===== config.mk =====
export PLATFORM = sky130hd
export DESIGN_NAME = axi4_lite_cmd_sequencer
export DESIGN_NICKNAME = d
export VERILOG_FILES = /design/src/rtl/axi4_lite_cmd_sequencer.sv
export SDC_FILE = /design/constraint.sdc
export NUM_CORES = 1
export LEC_CHECK = 0
export BUFFER_PORTS_ARGS = -buffer_cell sky130_fd_sc_hd__buf_2
export CAP_MARGIN = 30
export CORE_UTILIZATION = 46
export CTS_CLUSTER_SIZE = 25
export DETAILED_ROUTE_END_ITERATION = 8
export PLACE_DENSITY = 0.78
export SLEW_MARGIN = 20
export SYNTH_ARGS = -nofsm -noshare
export SYNTH_HDL_FRONTEND = slang
export SYNTH_SLANG_ARGS = --single-unit
export TNS_END_PERCENT = 100

===== constraint.sdc =====
create_clock -name ACLK -period 2.6 [get_ports ACLK]
set_input_delay 0.65 -clock ACLK [delete_from_list [all_inputs] [get_ports ACLK]]
set_output_delay 0.65 -clock ACLK [all_outputs]
set_load 0.02 [all_outputs]

===== src/rtl/axi4_lite_cmd_sequencer.sv =====
// Command FIFO plus a one-transaction-at-a-time issue FSM feeding AXI4_Lite_Master.
// Optional WAIT-state timeout is compiled in when CMD_SEQ_TIMEOUT_EN is defined.
module axi4_lite_cmd_sequencer #(
  parameter int DEPTH          = 4,
  parameter int TIMEOUT_CYCLES = 64
) (
  input  logic                       ACLK,
  input  logic                       ARESET,
  input  logic                       cmd_valid,
  output logic                       cmd_ready,
  input  logic                       cmd_write,
  input  logic [3:0]                 cmd_addr,
  input  logic [31:0]                cmd_wdata,
  output logic                       transfer,
  output logic [3:0]                 addr,
  output logic [31:0]                wdata,
  output logic                       write,
  input  logic                       ready,
  input  logic [31:0]                rdata,
  output logic                       rsp_valid,
  output logic                       rsp_write,
  output logic [3:0]                 rsp_addr,
  output logic [31:0]                rsp_rdata,
  output logic                       rsp_err,
  output logic                       busy,
  output logic [$clog2(DEPTH+1)-1:0] count
);

  localparam int PW = (DEPTH > 1) ? $clog2(DEPTH) : 1;
  localparam int CW = $clog2(DEPTH + 1);
  localparam int EW = 37;

  typedef enum logic [1:0] {IDLE, ISSUE, WAIT, RESP} state_t;

  state_t        state_reg;
  logic [EW-1:0] mem [DEPTH];
  logic [PW-1:0] wr_ptr_reg;
  logic [PW-1:0] rd_ptr_reg;
  logic [CW-1:0] count_reg;
  logic          full;
  logic          push;
  logic          pop;

  // Full blocks a push even when the FSM pops on the same edge.
  assign full      = (count_reg == CW'(DEPTH));
  assign cmd_ready = !full;
  assign push      = cmd_valid && !full;
  assign pop       = (state_reg == IDLE) && (count_reg != '0);
  assign count     = count_reg;
  assign busy      = (state_reg != IDLE) || (count_reg != '0);

  always_ff @(posedge ACLK) begin
    if (push && !ARESET) begin
      mem[wr_ptr_reg] <= {cmd_write, cmd_addr, cmd_wdata};
    end
  end

  always_ff @(posedge ACLK) begin
    if (ARESET) begin
      wr_ptr_reg <= '0;
      rd_ptr_reg <= '0;
      count_reg  <= '0;
    end else begin
      if (push) wr_ptr_reg <= wr_ptr_reg + PW'(1);
      if (pop)  rd_ptr_reg <= rd_ptr_reg + PW'(1);
      case ({push, pop})
        2'b10:   count_reg <= count_reg + CW'(1);
        2'b01:   count_reg <= count_reg - CW'(1);
        default: count_reg <= count_reg;
      endcase
    end
  end

`ifdef CMD_SEQ_TIMEOUT_EN
  localparam int TW = $clog2(TIMEOUT_CYCLES + 1);
  logic [TW-1:0] tmo_cnt_reg;
  logic          rsp_err_reg;
  assign rsp_err = rsp_err_reg;
`else
  assign rsp_err = 1'b0;
`endif

  always_ff @(posedge ACLK) begin
    if (ARESET) begin
      state_reg <= IDLE;
      transfer  <= 1'b0;
      addr      <= '0;
      wdata     <= '0;
      write     <= 1'b0;
      rsp_valid <= 1'b0;
      rsp_write <= 1'b0;
      rsp_addr  <= '0;
      rsp_rdata <= '0;
`ifdef CMD_SEQ_TIMEOUT_EN
      tmo_cnt_reg <= '0;
      rsp_err_reg <= 1'b0;
`endif
    end else begin
      transfer  <= 1'b0;
      rsp_valid <= 1'b0;
      case (state_reg)
        IDLE: begin
          if (pop) begin
            {write, addr, wdata} <= mem[rd_ptr_reg];
            transfer             <= 1'b1;
            state_reg            <= ISSUE;
          end
        end
        ISSUE: begin
          state_reg <= WAIT;
`ifdef CMD_SEQ_TIMEOUT_EN
          tmo_cnt_reg <= '0;
`endif
        end
        WAIT: begin
          // A ready arriving on the timeout cycle still completes normally.
          if (ready) begin
            rsp_valid <= 1'b1;
            rsp_write <= write;
            rsp_addr  <= addr;
            rsp_rdata <= write ? 32'd0 : rdata;
            state_reg <= RESP;
`ifdef CMD_SEQ_TIMEOUT_EN
            rsp_err_reg <= 1'b0;
          end else if (tmo_cnt_reg == TW'(TIMEOUT_CYCLES - 1)) begin
            rsp_valid   <= 1'b1;
            rsp_write   <= write;
            rsp_addr    <= addr;
            rsp_rdata   <= 32'd0;
            rsp_err_reg <= 1'b1;
            state_reg   <= RESP;
          end else begin
            tmo_cnt_reg <= tmo_cnt_reg + TW'(1);
`endif
          end
        end
        RESP: begin
          state_reg <= IDLE;
        end
        default: state_reg <= IDLE;
      endcase
    end
  end

endmodule


# After elaboration in Yosys (flattened, before gate mapping)

Memory sizes are Yosys's and may differ from the RTL's. A register that Yosys moved wholly into a read port is not among the register bits.
Index checks and enable logic that the tools add are counted.

Flip-flop bits (word level): 48
Word-level logic and storage cells: 48
Memories kept: 1
Bits in writable memories: 148

Memories:

| name | words | bits a word | rd ports | clocked after Yosys merged registers in | write ports | line | RTL |
|---|---|---|---|---|---|---|---|
| mem  | 4     | 37          | 1        | 1                                       | 1           | 36   | `logic [EW-1:0] mem [DEPTH];` |

Multiplexer cells: 9
Reduce and logical (&&, ||, !) cells: 15
Bitwise logic cells: 2
Add/sub/neg operators: 4
Eq/ne operators: 8

Operators with widths:

| cell                                                                  | count |
|---|---|
| 32-bit two-way mux                                                    | 1 |
| 2-bit one-hot mux with 4 select lines                                 | 1 |
| 2-bit equality test, second input constant                            | 3 |
| 3-bit one-hot mux with 2 select lines                                 | 1 |
| 2-bit AND reduction                                                   | 3 |
| 2-bit by 1-bit adder with 2-bit output, second input constant         | 2 |
| 2-bit by 1-bit equality test with 1-bit output, second input constant | 2 |
| 1-bit two-way mux                                                     | 4 |
| 2-bit two-way mux                                                     | 2 |
| 2-bit inequality test, second input constant                          | 2 |
| 2-bit nonzero test                                                    | 2 |
| 2-bit OR reduction                                                    | 2 |
| 3-bit by 1-bit adder with 3-bit output, second input constant         | 1 |
| 3-bit equality test, second input constant                            | 1 |
| 1-bit logical AND                                                     | 3 |
| 3-bit nonzero test                                                    | 1 |
| 3-bit by 1-bit subtractor with 3-bit output, second input constant    | 1 |
| 1-bit logical NOT                                                     | 2 |
| 2-bit logical NOT                                                     | 1 |
| 1-bit NOT                                                             | 2 |
| 1-bit logical OR                                                      | 1 |

# Longest topological paths before layout

Depth in word-level cells: 6
Gate-level depth with buffers: 9
Depth with buffers taken out: 9

# Worst setup path after synthesis

No wires, ideal clock.

Path kind: reg2reg
Start: register count_reg[2], in the netlist count[2]
End: register count_reg[2], in the netlist count[2]
Buffers on the path: 0
Path slack: 240 ps
Clock period less this slack: 2360 ps
Stages on the path, launching flop included: 10
Setup time: 70 ps
Required time: 2530 ps
Arrival: 2289 ps
Cell sequence: dfxtp_1 > nor3b_1 > inv_1 > nand2_1 > ha_1 > inv_1 > fa_1 > xor2_1 > or3_1 > a21oi_1

Word-level cells in the longest chain between the ends: 5
Elaborated cells on any way between the ends: 11
Classes of those cells: add/sub: 2; eq/ne: 3; mux: 1; reduce/logical: 5

Ends and longest elaborated chain:

| what                                                                                  | line | RTL |
|---|---|---|
| start: declaration                                                                    | 39   | `logic [CW-1:0] count_reg;` |
| start signal: assignment                                                              | 67   | `2'b10: count_reg <= count_reg + CW'(1);` |
| start signal: assignment                                                              | 68   | `2'b01: count_reg <= count_reg - CW'(1);` |
| start signal: assignment                                                              | 69   | `default: count_reg <= count_reg;` |
| 3-bit equality test (*)                                                               | 45   | `assign full = (count_reg == CW'(DEPTH));` |
| 1-bit logical NOT (*)                                                                 | -    |  |
| net cmd_ready                                                                         | 10   | `output logic cmd_ready,` |
| 1-bit logical AND (*)                                                                 | 47   | `assign push = cmd_valid && !full;` |
| 2-bit by 1-bit equality test with 1-bit output or 2-bit equality test (tied branches) | 66   | `case ({push, pop})` |
| 3-bit one-hot mux with 2 select lines or 2-bit nonzero test (tied branches)           | -    |  |

The timed path passes the listed nets; every way through them passes the cells marked *.
A chain may end at the register's enable or synchronous reset.

# Worst setup path after layout

Start: register state_reg[0]
End: output port busy

Word-level cells in the longest chain between the ends: 2

Ends and longest elaborated chain:

| what                     | line | RTL |
|---|---|---|
| start: declaration       | 35   | `state_t state_reg;` |
| start signal: assignment | 85   | `state_reg <= IDLE;` |
| start signal: assignment | 106  | `state_reg <= ISSUE;` |
| start signal: assignment | 110  | `state_reg <= WAIT;` |
| 2-bit nonzero test       | 50   | `assign busy = (state_reg != IDLE) \|\| (count_reg != '0);` |
| 1-bit logical OR         | 50   |  |
| end: declaration         | 25   | `output logic busy,` |

No other way between the ends.

==> metrics <==
final hold vios 0; Leak 3.86 nW; number of global-route vias before repair 5010; clock power share 0.337; Post-CTS Resized 0; fin nets 752; setup repair bufs after CTS 0; cell taking the most area after synthesis edfxtp_1; Setup WS pre-CTS 0.205 ns; most frequent cells in the layout 153 x buf_2, 148 x edfxtp_1, 83 x dfxtp_1; Clock Sinks roughly 230; Internal 0.00768 W; R2R Path End count[2]$_SDFFE_PP0P_; max-slew violation count 0; WP data arrival between 1.5 and 2 ns; number of CTS-inserted buffers 25; R2R depth 9; sequential group share of total power 0.435; mux cell area share after synthesis 0.0996; WL final 17100 um; Die W ~140 um; drt first-iter violations approximately 240; mean post-synth cell area 16.6 um^2; layout cell share with drive strength beyond 1 0.366; largest family of logic cells by synthesized area multiplexers; PortBufs around 150; CTS tree done; Psw 0.00307 W; Largest register FFs 148; first-pass GRT wire length 26100 um; Worst IR Drop VDD 0.641 mV; Synth Area in Simple Gates 0.0637; initial antenna violation count 1; status complete, no violations; Worst Setup Start Kind flip-flop; Rel. slew slack 0.612; Net Sw Frac 0.285; FF/Latch Area 6150 um^2; GRT overflow 0; CP max FO 4; Initial Util 0.470; GRT Overall Usage 0.183; Hold Path Cell Cnt 1; Syn. warnings 0; worst min path class in -> reg; logic gate share of total power 0.228; post-layout minimum cycle time 2.47 ns; largest net degree at the start of global routing 48; CP endpoint kind output pin; Yosys cell types 34; buffer levels on the longest clock path 3; Final Util 0.579; Pre-Repair DR Iteration Count 4; #FFs+latches synth ~230; Setup CP Type reg -> out; Max-Cap Viols 0; Die Ht 138 um; unrepaired setup endpoints after global routing no; R2R setup slack 0.32 ns; hold endpoint mem[1][15]$_DFFE_PP_; Synth Cell Area 8470 um^2; Synth Instances 510; Post-Synth Adder-Cell Area 0.0142; die area between 15000 and 20000 um^2; root buf cell clkbuf_16; fmax 0.404 GHz; Max Clock Skew 0.00777 ns; Synth Area in XOR/XNOR 0.00414; Layout area overhead 23.1%; core area around 18000 um^2; most flop-heavy register mem; routability cong. 0.777; Top-Level Pins approximately 160; worst-margin pin slew a little under 0.6 ns; dpl hpwl 10800 um; post-synthesis sequential area ratio 0.726; post-synthesis net count 592; Setup TNS 0 ns; fillcell total 1371; PwrDens 1030 nW/um^2; mean routed wirelength per cell ~19 um; drt drc 0; H-tree levels 1; routed vias/inst 5.33; data required time at the worst endpoint 1.95 ns; # hold bufs at CTS 0; post-synthesis compound-gate area fraction 0.0681; Clock transition at path regs ~0.060 ns; Row Count 49; Hold Startpoint cmd_wdata[15]; clk_lat worst skew between 0.5 and 0.6 ns; largest registers mem x148, rsp_rdata x32, wdata x32; area occupied by multi-input gates approximately 2100 um^2; Worst R2R Start count[2]$_SDFFE_PP0P_; final setup violation count 0; ranking of synthesized cells by area edfxtp_1 52%, dfxtp_1 20%, mux4_2 9.8%; commonest non-fill, non-tap cell in the layout buf_2; final worst-path cycle share 0.951; Yosys top cell area share 0.525; Final WS setup 0.126 ns; routed via count 4894; DRT antenna net count 0
[logic make-up after synthesis]
logic type      Yosys count
simple gates             98
other cells               1
xor+xnor                  4
flops                   233
buf+inv                  42
fa+ha+maj                 9
compound gates           85
mux                      38
[synth_stat cells]
cell / n
o311ai_0: 1
nand3_1: 2
nor3b_1: 1
or3_1: 1
buf_6: 4
buf_2: 8
nor3_1: 1
and2_1: 5
nand2b_1: 2
buf_1: 9
nand3b_1: 32
o21ai_0: 3
buf_4: 2
a22o_1: 37
xnor2_1: 1
xor2_1: 3
dfxtp_1: 85
nor2_1: 7
or4b_1: 1
conb_1: 1
nor2_4: 1
edfxtp_1: 148
ha_1: 8
o31a_2: 1
nor2b_4: 1
a221oi_1: 1
mux2i_1: 1
nand2_1: 44
mux4_2: 37
clkbuf_1: 9
a21oi_1: 41
o21ai_1: 1
fa_1: 1
inv_1: 10
[worst max-delay path by stage]
stage          depth (start not counted)               endpoint                 startpoint  slack [ns]
2_1_floorplan                          9  count[2]$_SDFFE_PP0P_      count[2]$_SDFFE_PP0P_        0.24
3_3_place_gp                           9  count[2]$_SDFFE_PP0P_      count[2]$_SDFFE_PP0P_        0.36
3_5_place_dp                           9  count[2]$_SDFFE_PP0P_      count[2]$_SDFFE_PP0P_        0.20
4_1_cts                                4                   busy  state_reg[0]$_SDFFE_PP0P_        0.04
5_1_grt                                4                   busy  state_reg[0]$_SDFFE_PP0P_        0.04
6_report                               4                   busy  state_reg[0]$_SDFFE_PP0P_        0.13
[power by group through the flow]
| stage | registers, W | clock network (W) | logic (W) |
|---|---|---|---|
| 6_report | 0.00468 | 0.00362 | 0.00245 |
| 5_1_grt | 0.00473 | 0.00387 | 0.00265 |
| 4_1_cts | 0.00468 | 0.00371 | 0.00248 |
| 3_5_place_dp | 0.00475 | 0 | 0.00247 |
| 3_3_place_gp | 0.00473 | 0 | 0.00238 |
| 2_1_floorplan | 0.00507 | 0 | 0.00130 |
[worst max-delay path, stage by stage, from the launching register on]
cell and delay (ns):
dfxtp_1 0.29, inv_1 0.12, ha_1 0.21, or4b_4 0.50, buf_2 0.18
[per-layer routing]
metal | vias up | wire [um] | track usage
met5 | - | 16 | 0
met1 | 2383 | 6960 | 0.214
met4 | 2 | 374 | 0.0513
met2 | 198 | 8490 | 0.329
li1 | 2282 | - | -
met3 | 29 | 1300 | 0.0482
[stage by stage]
| step | total power, W | area, um^2 | instances | hold slack, ns |
|---|---|---|---|---|
| final | 0.0108 | 10400 | 919 | 0.345 |
| after global placement | 0.00710 | 9520 | 871 | 0.437 |
| after CTS | 0.0109 | 10400 | 918 | 0.322 |
| after global routing | 0.0112 | 10400 | 918 | 0.323 |
| after floorplan | 0.00637 | 8470 | 510 | 0.468 |
| after detailed placement | 0.00722 | 9550 | 872 | 0.440 |
[area by class of cell]
cell class	count	area share
Antenna cell	1	0.000240
Clock buffer	28	0.0630
Clock inverter	18	0.0205
Sequential cell	233	0.590
Inverter	10	0.00360
Tap cell	229	0.0275
Timing Repair Buffer	165	0.0912
Multi-Input combinational cell	235	0.204
Note: power is estimated with default switching activity, not from simulation.
